**src/rtl/prog_mem_loader_if.sv**
```systemverilog
// Byte-stream link between the host/debug side and the program-memory loader.
//   byte_in    : stream byte (source -> loader)
//   byte_valid : byte_in is valid this cycle (source -> loader)
//   byte_ready : loader accepts a byte on this edge (loader -> source)
// A byte moves on a rising edge where byte_valid && byte_ready.
interface prog_mem_loader_if;
  logic [7:0] byte_in;
  logic       byte_valid;
  logic       byte_ready;

  modport master (
    output byte_in,
    output byte_valid,
    input  byte_ready
  );

  modport slave (
    input  byte_in,
    input  byte_valid,
    output byte_ready
  );
endinterface

```
**src/rtl/prog_mem_loader.sv**
```systemverilog
// Program-memory loader. Takes a byte stream of the form
//   count_lo, count_hi, then count words of 4 bytes each (LSB first)
// and writes the words to program memory at addresses 0..count-1. The processor
// is held in reset (cpu_rst=1) unless a load has completed successfully.
// Ports:
//   clk, rst   : clock and synchronous active-high reset
//   start      : one-cycle pulse, begins a load from idle/done/error
//   bus        : byte stream (slave side)
//   mem_we     : one-cycle write strobe per word
//   mem_addr   : word address
//   mem_wdata  : assembled instruction word
//   busy       : load in progress
//   done       : load completed (sticky until start/rst)
//   err        : header count exceeded DEPTH (sticky until start/rst)
//   cpu_rst    : processor reset request, low only after a completed load
module prog_mem_loader #(
  parameter int unsigned ADDR_W = 10,
  parameter int unsigned DEPTH  = 1024
) (
  input  logic                clk,
  input  logic                rst,
  input  logic                start,
  prog_mem_loader_if.slave    bus,
  output logic                mem_we,
  output logic [ADDR_W-1:0]   mem_addr,
  output logic [31:0]         mem_wdata,
  output logic                busy,
  output logic                done,
  output logic                err,
  output logic                cpu_rst
);

  typedef enum logic [2:0] {
    StIdle,
    StHdr0,
    StHdr1,
    StData,
    StWrite,
    StDone,
    StErr
  } state_e;

  localparam logic [15:0] DepthW = 16'(DEPTH);

  state_e            state_q, state_d;
  logic [7:0]        cnt_lo_q, cnt_lo_d;
  // Word count and index are one bit wider than the address so N == DEPTH
  // terminates without the index wrapping back to 0.
  logic [ADDR_W:0]   count_q, count_d;
  logic [ADDR_W:0]   idx_q, idx_d;
  logic [1:0]        bidx_q, bidx_d;
  logic [31:0]       asm_q, asm_d;
  logic [15:0]       hdr_n;
  logic              accept;

  logic              byte_ready_q;
  logic              mem_we_q;
  logic              busy_q;
  logic              done_q;
  logic              err_q;
  logic              cpu_rst_q;

  assign accept = bus.byte_valid && byte_ready_q;
  assign hdr_n  = {bus.byte_in, cnt_lo_q};

  always_comb begin
    state_d  = state_q;
    cnt_lo_d = cnt_lo_q;
    count_d  = count_q;
    idx_d    = idx_q;
    bidx_d   = bidx_q;
    asm_d    = asm_q;
    case (state_q)
      StIdle, StDone, StErr: begin
        if (start) state_d = StHdr0;
      end
      StHdr0: begin
        if (accept) begin
          cnt_lo_d = bus.byte_in;
          state_d  = StHdr1;
        end
      end
      StHdr1: begin
        if (accept) begin
          count_d = hdr_n[ADDR_W:0];
          idx_d   = '0;
          bidx_d  = '0;
          if (hdr_n == 16'd0)        state_d = StDone;
          else if (hdr_n > DepthW)   state_d = StErr;
          else                       state_d = StData;
        end
      end
      StData: begin
        if (accept) begin
          asm_d[{bidx_q, 3'b000} +: 8] = bus.byte_in;
          // Index holds at 3 on the last byte; it restarts when leaving WRITE.
          if (bidx_q == 2'd3) state_d = StWrite;
          else                bidx_d  = bidx_q + 2'd1;
        end
      end
      StWrite: begin
        idx_d  = idx_q + 1'b1;
        bidx_d = '0;
        if (idx_d == count_q) state_d = StDone;
        else                  state_d = StData;
      end
      default: state_d = StIdle;
    endcase
  end

  // Outputs are registered from the next state so they line up with state_q.
  always_ff @(posedge clk) begin
    if (rst) begin
      state_q      <= StIdle;
      cnt_lo_q     <= '0;
      count_q      <= '0;
      idx_q        <= '0;
      bidx_q       <= '0;
      asm_q        <= '0;
      byte_ready_q <= 1'b0;
      mem_we_q     <= 1'b0;
      busy_q       <= 1'b0;
      done_q       <= 1'b0;
      err_q        <= 1'b0;
      cpu_rst_q    <= 1'b1;
    end else begin
      state_q      <= state_d;
      cnt_lo_q     <= cnt_lo_d;
      count_q      <= count_d;
      idx_q        <= idx_d;
      bidx_q       <= bidx_d;
      asm_q        <= asm_d;
      byte_ready_q <= (state_d == StHdr0) || (state_d == StHdr1) || (state_d == StData);
      mem_we_q     <= (state_d == StWrite);
      busy_q       <= (state_d == StHdr0) || (state_d == StHdr1) ||
                      (state_d == StData) || (state_d == StWrite);
      done_q       <= (state_d == StDone);
      err_q        <= (state_d == StErr);
      cpu_rst_q    <= (state_d != StDone);
    end
  end

  assign bus.byte_ready = byte_ready_q;
  assign mem_we         = mem_we_q;
  assign mem_addr       = idx_q[ADDR_W-1:0];
  assign mem_wdata      = asm_q;
  assign busy           = busy_q;
  assign done           = done_q;
  assign err            = err_q;
  assign cpu_rst        = cpu_rst_q;

endmodule

```
**src/flat_wrapper.sv**
```systemverilog
// flat-port wrapper written by rule: the top's interface ports become plain ports
module prog_mem_loader_flat 
#(
  parameter int unsigned ADDR_W = 10,
  parameter int unsigned DEPTH  = 1024
)
  (clk, rst, start, mem_we, mem_addr, mem_wdata, busy, done, err, cpu_rst, bus_byte_in, bus_byte_valid, bus_byte_ready);
  prog_mem_loader_if bus_i ();
  input  logic clk;
  input  logic rst;
  input  logic start;
  output logic mem_we;
  output logic [ADDR_W-1:0] mem_addr;
  output logic [31:0] mem_wdata;
  output logic busy;
  output logic done;
  output logic err;
  output logic cpu_rst;
  input wire logic [$bits(bus_i.byte_in)-1:0] bus_byte_in;
  input wire logic [$bits(bus_i.byte_valid)-1:0] bus_byte_valid;
  output wire logic [$bits(bus_i.byte_ready)-1:0] bus_byte_ready;
  assign bus_i.byte_in = bus_byte_in;
  assign bus_i.byte_valid = bus_byte_valid;
  assign bus_byte_ready = bus_i.byte_ready;
  prog_mem_loader #(.ADDR_W(ADDR_W), .DEPTH(DEPTH)) u_core (.clk(clk), .rst(rst), .start(start), .bus(bus_i), .mem_we(mem_we), .mem_addr(mem_addr), .mem_wdata(mem_wdata), .busy(busy), .done(done), .err(err), .cpu_rst(cpu_rst));
endmodule
```
**config.mk**
```make
export PLATFORM = sky130hd
export DESIGN_NAME = prog_mem_loader_flat
export DESIGN_NICKNAME = d
export VERILOG_FILES = /design/src/rtl/prog_mem_loader_if.sv /design/src/rtl/prog_mem_loader.sv /design/src/flat_wrapper.sv
export SDC_FILE = /design/constraint.sdc
export NUM_CORES = 1
export LEC_CHECK = 0
export BUFFER_PORTS_ARGS = -buffer_cell sky130_fd_sc_hd__buf_2
export CORE_ASPECT_RATIO = 0.75
export CORE_MARGIN = 4
export CORE_UTILIZATION = 42
export DETAILED_ROUTE_END_ITERATION = 8
export GPL_TIMING_DRIVEN = 1
export HOLD_SLACK_MARGIN = 0.03
export SLEW_MARGIN = 10
export SYNTH_ARGS = -nofsm -noshare
export SYNTH_HDL_FRONTEND = slang
export SYNTH_SLANG_ARGS = --single-unit
export TNS_END_PERCENT = 100
```
**constraint.sdc**
```tcl
create_clock -name clk -period 4.25 [get_ports clk]
set_input_delay 0.85 -clock clk [delete_from_list [all_inputs] [get_ports clk]]
set_output_delay 0.85 -clock clk [all_outputs]
set_load 0.02 [all_outputs]
```
; Word-level counts from Yosys, hierarchy flattened
; Index checks and enable logic that the tools add are counted.
[totals]
mem_bits_rw = 0
latchBits = 0
reg_bits = 73
input_bits = 12
rom_bits = 0
word_cells = 66
n_memories = 0
[op_classes]
reduce_logical = 14
magnitude_cmp = 1
multipliers = 0
eq_ne = 18
bitwise_logic = 0
n_div = 0
mux = 16
shifts = 2
n_addsub = 3
[op_table]
columns = operator, count
row1 = $bwmux 32, 1
row2 = $shift 8x7->32 const A, 1
row3 = $shiftx 8x7->32, 1
row4 = $mux 3, 8
row5 = $pmux 11 s2, 1
row6 = $eq 3x3->1 const B, 6
row7 = $gt 16x11->1 const B, 1
row8 = $logic_not 16->1, 1
row9 = $pmux 3 s5, 1
row10 = $eq 3x2->1 const B, 4
row11 = $add 11x1->11 const B, 1
row12 = $eq 11x11->1, 1
row13 = $mux 11, 1
row14 = $reduce_and 2->1, 4
row15 = $neg 5->7, 1
row16 = $eq 3x1->1 const B, 2
row17 = $mux 2, 3
row18 = $pmux 2 s3, 1
row19 = $ne 2x1->1 const B, 2
row20 = $reduce_and 4->1, 1
row21 = $logic_not 3->1, 1
row22 = $logic_or 1x1->1, 3
row23 = $ne 3x3->1 const B, 1
row24 = $reduce_bool 3->1, 1
row25 = other kinds (6), 6

; Logic depth before layout (Yosys ltp)
[logic_depth]
depth_word = 9
ltp_mapped = 8

; Worst setup path after synthesis
; Ideal clock, no wire load.
[synth_path]
path_kind = reg-to-reg
start = register u_core.idx_q[0]
end = register u_core.cpu_rst_q (netlist: u_core.cpu_rst)
setup_time_ps = 135
arrival_ps = 2465
n_path_buf = 1
stages_incl_launch_ff = 9
period_less_slack_ps = 2600
slack_ps = 1650
path_cell_list = dfxtp_1 > ha_1 > clkbuf_1 > nand3_1 > or3_4 > a2111oi_4 > and4_1 > a21oi_2 > or4_4
[synth_between]
elab_chain_len = 5
[synth_lines]
columns = element, line_no
row1 = from (decl), prog_mem_loader.sv:50  ; logic [ADDR_W:0] idx_q, idx_d;
row2 = from (signal assigned), prog_mem_loader.sv:130  ; idx_q <= idx_d;
row3 = $add 11x1->11, prog_mem_loader.sv:102  ; idx_d = idx_q + 1'b1;
row4 = $eq 11x11->1, prog_mem_loader.sv:104  ; if (idx_d == count_q) state_d = StDone;
row5 = $mux 3, prog_mem_loader.sv:104
row6 = $pmux 3 s5, prog_mem_loader.sv:73  ; case (state_q)
row7 = $ne 3x3->1, prog_mem_loader.sv:139  ; cpu_rst_q <= (state_d != StDone);
row8 = to (signal assigned), prog_mem_loader.sv:139
row9 = to (decl), prog_mem_loader.sv:61  ; logic cpu_rst_q;
; Every way passes these cells.
; A chain may end at the register's enable or synchronous reset.

; Worst setup path in the final report
; Ends and elaborated chain as after synthesis.

==> results.rst <==
.. list-table::
   :header-rows: 1

   * - Metric
     - Value
   * - Drt total wl
     - 8760 um
   * - Synth Area in Compound Gates
     - 15.8%
   * - Clock network latency to the later pin of the worst-skew pair
     - 360 ps
   * - Period utilisation layout
     - 64.1%
   * - Antenna-violating nets left
     - 0
   * - Worst slew margin relative to its limit
     - 30.6%
   * - VDD IR max
     - 197 uV
   * - Least setup slack across all paths after layout
     - 1530 ps
   * - Transition time at the pin with the least slew margin
     - 1040 ps
   * - Tmin final
     - 2720 ps
   * - Global-route wire length before repair
     - 14600 um
   * - Max Cap Viol
     - 0
   * - Post-Synth Simple-Gate Area
     - 28.3%
   * - Maximum buffer depth of the clock tree
     - 2
   * - Via density per instance
     - 5.39
   * - Category of the critical setup timing path
     - register to register
   * - Maximum level of the CTS H-tree
     - 3
   * - Commonest non-fill, non-tap cells in the layout
     - sky130_fd_sc_hd__dfxtp_1 (73), sky130_fd_sc_hd__nand2_1 (71), sky130_fd_sc_hd__buf_2 (59)
   * - Arithmetic-cell share of the synthesized area counting full adders, half adders and majority gates
     - 2.53%
   * - Reg2Reg Setup Slack
     - 1530 ps
   * - Post-CTS Repair Setup Buffers
     - 0
   * - Critical path buffer and inverter count
     - 0
   * - HPWL after DPL
     - 6340 um
   * - Number of violations reported at the end of detailed-routing iteration 0
     - 211
   * - Number of cells in the design after placement
     - 564
   * - Gr usage total
     - 18.8%
   * - Post-Syn Area
     - 3470 um2
   * - Final Hold Vio Count
     - 0
   * - Multiplexer share of the synthesized area
     - 2.31%
   * - Area added between synthesis and finish
     - 13.4%
   * - Logic depth of the worst setup path including buffers
     - 7
   * - Max Clk Rate
     - 0.367 GHz
   * - Worst hold-check path type
     - register to register
   * - #FFs+latches synth
     - 73
   * - Total number of vias
     - 3127
   * - Critical Path, Cell by Cell
     - ha_1, nand3_1, or3_4, a2111oi_4, and4_1, a21oi_2, or4_4
   * - Placeable core area
     - 7950 um2
   * - Overflow left after global routing
     - 0
   * - Largest net degree at the start of global routing
     - 43
   * - Crit path launch
     - u_core.idx_q[0]
   * - Number of instances in the synthesized netlist
     - 431
   * - Number of sinks on the clock net
     - 73
   * - Combinational share of power
     - 5.4%
   * - Leakage power summed over all cells
     - 1.52 nW
   * - TritonCTS clock tree
     - done
   * - Sequential fraction of design power
     - 54.8%
   * - Number of optimization iterations in the first detailed-route pass
     - 6
   * - Final worst clock skew
     - 13.3 ps
   * - Seq/Total Area, Yosys
     - 42.2%
   * - CP top delay family
     - simple AND/OR/NAND/NOR gates
   * - Share of cells above drive strength 1
     - 17.5%
   * - Avg Cell Area, Syn
     - 8.04 um2
   * - PostCTS Resize Cnt
     - 0
   * - Number of distinct library cells after synthesis
     - 47
   * - Endpoint of the most critical setup path
     - u_core.cpu_rst
   * - Detailed-route DRC error count
     - 0
   * - Number of clock buffers inserted by TritonCTS
     - 9
   * - Number of hold-repair buffers added at the cts stage
     - 0
   * - Reg2Reg Capture Point
     - u_core.cpu_rst
   * - Most common library cell in the layout ignoring fill and taps
     - sky130_fd_sc_hd__dfxtp_1
   * - Crit path launch type
     - register
   * - Maximum fanout along the worst path
     - 8
   * - Net switching power of the design
     - 0.000341 W
   * - Outcome
     - finished clean
   * - Total Nets Final
     - 489
   * - Synthesized net count
     - 450
   * - Vert. Die Dim
     - 86.7 um
   * - Via count of the first global-routing pass
     - 2892
   * - RSZ-0062 raised after global routing
     - false
   * - WP data arrival
     - 2960 ps
   * - Combinational family with the most area after synthesis
     - simple AND/OR/NAND/NOR gates
   * - Beginning of the worst register-to-register path
     - u_core.idx_q[0]
   * - Wire per inst
     - 15.1 um
   * - Port-buffer cells
     - 59
   * - Post-route insts no fill
     - 580
   * - Pre-CTS WS
     - 1500 ps
   * - Power density of the placed cells
     - 324 nW/um2
   * - CTS root buffer
     - sky130_fd_sc_hd__clkbuf_8
   * - Antenna cells
     - 0
   * - Die X-Extent
     - 113 um
   * - Final-layout setup total negative slack
     - 0 ps
   * - Antenna violations before repair
     - 0
   * - Logic depth of the worst register-to-register path
     - 7
   * - Rows
     - 28
   * - Critical Path Max Stage Delay
     - 510 ps
   * - Xor/xnor share of the synthesized area
     - 3.54%
   * - Critical-path cell with the highest stage delay
     - sky130_fd_sc_hd__or4_4
   * - Initial cell density of the core
     - 43.6%
   * - Int Power
     - 0.000934 W
   * - Switching share of total power
     - 26.8%
   * - Count of boundary I/O pins
     - 60
   * - Placer's final routability congestion estimate
     - 0.819
   * - Max-slew violation count
     - 0
   * - Number of warning messages in the yosys log
     - 0
   * - Nature of the critical path endpoint
     - register
   * - Final setup violating endpoints
     - 0
   * - Clk slew on worst S/H paths
     - 80 ps
   * - Clock network fraction of total power
     - 39.9%
   * - Data required, critical path
     - 4480 ps
   * - Area of the die
     - 9780 um2
cell usage after synthesis (all sizes together):
cell type,count,area share [%]
a2111oi,1,0.79
a211o,2,0.51
a21oi,59,8.6
a221o,1,0.29
a221oi,1,0.25
a22oi,2,0.43
a311oi,1,0.25
a31o,1,0.25
a31oi,6,1.1
a32oi,1,0.25
a41oi,1,0.25
and2,8,1.4
and3,6,1.1
and3b,1,0.25
and4,4,1.0
buf,12,2.5
clkbuf,21,2.3
clkinv,1,0.11
dfxtp,73,42
ha,7,2.5
inv,4,0.43
mux2i,8,2.3
nand2,71,7.7
nand2b,2,0.36
nand3,41,5.9
nand3b,4,0.87
nand4,3,0.97
nor2,28,3.0
nor2b,4,0.72
nor3,7,1.0
nor3b,6,1.3
nor4,8,1.4
o211a,1,0.29
o21ai,13,1.9
o21bai,1,0.22
o31a,1,0.25
o31ai,1,0.22
or3,3,0.69
or4,2,0.54
xnor2,8,2.0
xor2,6,1.5
state kept, by name, summed over array words and instances (netlist names), 2 cells and up:
register and cells:
u_core.bidx_q 2, u_core.cnt_lo_q 8, u_core.count_q 11, u_core.idx_q 11
u_core.mem_wdata 32, u_core.state_q 3
worst min path at each step:
stage | from | to | depth (start not counted)
floorplan | u_core.cnt_lo_q[3] | u_core.count_q[3] | 2
global placement | u_core.mem_wdata[27] | u_core.mem_wdata[27] | 2
detailed placement | u_core.mem_wdata[20] | u_core.mem_wdata[20] | 2
CTS | u_core.mem_wdata[24] | u_core.mem_wdata[24] | 2
global route | u_core.mem_wdata[31] | u_core.mem_wdata[31] | 2
finish | u_core.mem_wdata[24] | u_core.mem_wdata[24] | 2
area by class of cell:
type | count | area (um2)
clock buffer | 9 | 124
fill | 752 | 4020
multi-input combinational | 320 | 1820
timing repair buffer | 61 | 310
sequential | 73 | 1460
clock inverter | 7 | 61.3
inverter | 5 | 18.8
tap | 105 | 131
tightest hold or removal path: cells and delay by family, from the launching register on:
kind | cells | cell delay (ps)
flops | 1 | 310
compound gates | 1 | 50
simple gates | 1 | 50
power groups by stage:
stage	logic, W	clock network (W)	registers (W)
finish	0.0000684	0.000508	0.000698
global placement	0.0000672	0	0.000714
global route	0.0000765	0.000555	0.000700
CTS	0.0000682	0.000522	0.000698
floorplan	0.0000437	0	0.000713
detailed placement	0.0000680	0	0.000714
metal layers:
layer  up-vias  global-route usage [%]  part of all wire, %
met5         -                       0                    0
met4         0                    4.91                 0.97
met3         7                    6.42                  6.7
met2        79                    27.2                   42
met1      1455                    26.7                   50
li1       1586                       -                    -
metrics by stage:
stage	util [%]	power (W)	instance area [um2]	hold slack, ps
global placement	47.1	0.000781	3740	436
floorplan	-	0.000757	3470	444
finish	49.4	0.00127	3930	451
CTS	49.4	0.00129	3930	454
detailed placement	47.1	0.000782	3740	443
global route	49.4	0.00133	3930	469
cells by family (layout without fill, tap and decap cells):
family,after synthesis,in the layout
muxes,8,8
adders and majority gates,7,7
DFF,73,73
xor gates and xnor gates,14,14
buffers and inverters,38,82
and+or+nand+nor,198,198
AOI/OAI and AO/OA,93,93
Note: power is estimated with default switching activity, not from simulation.
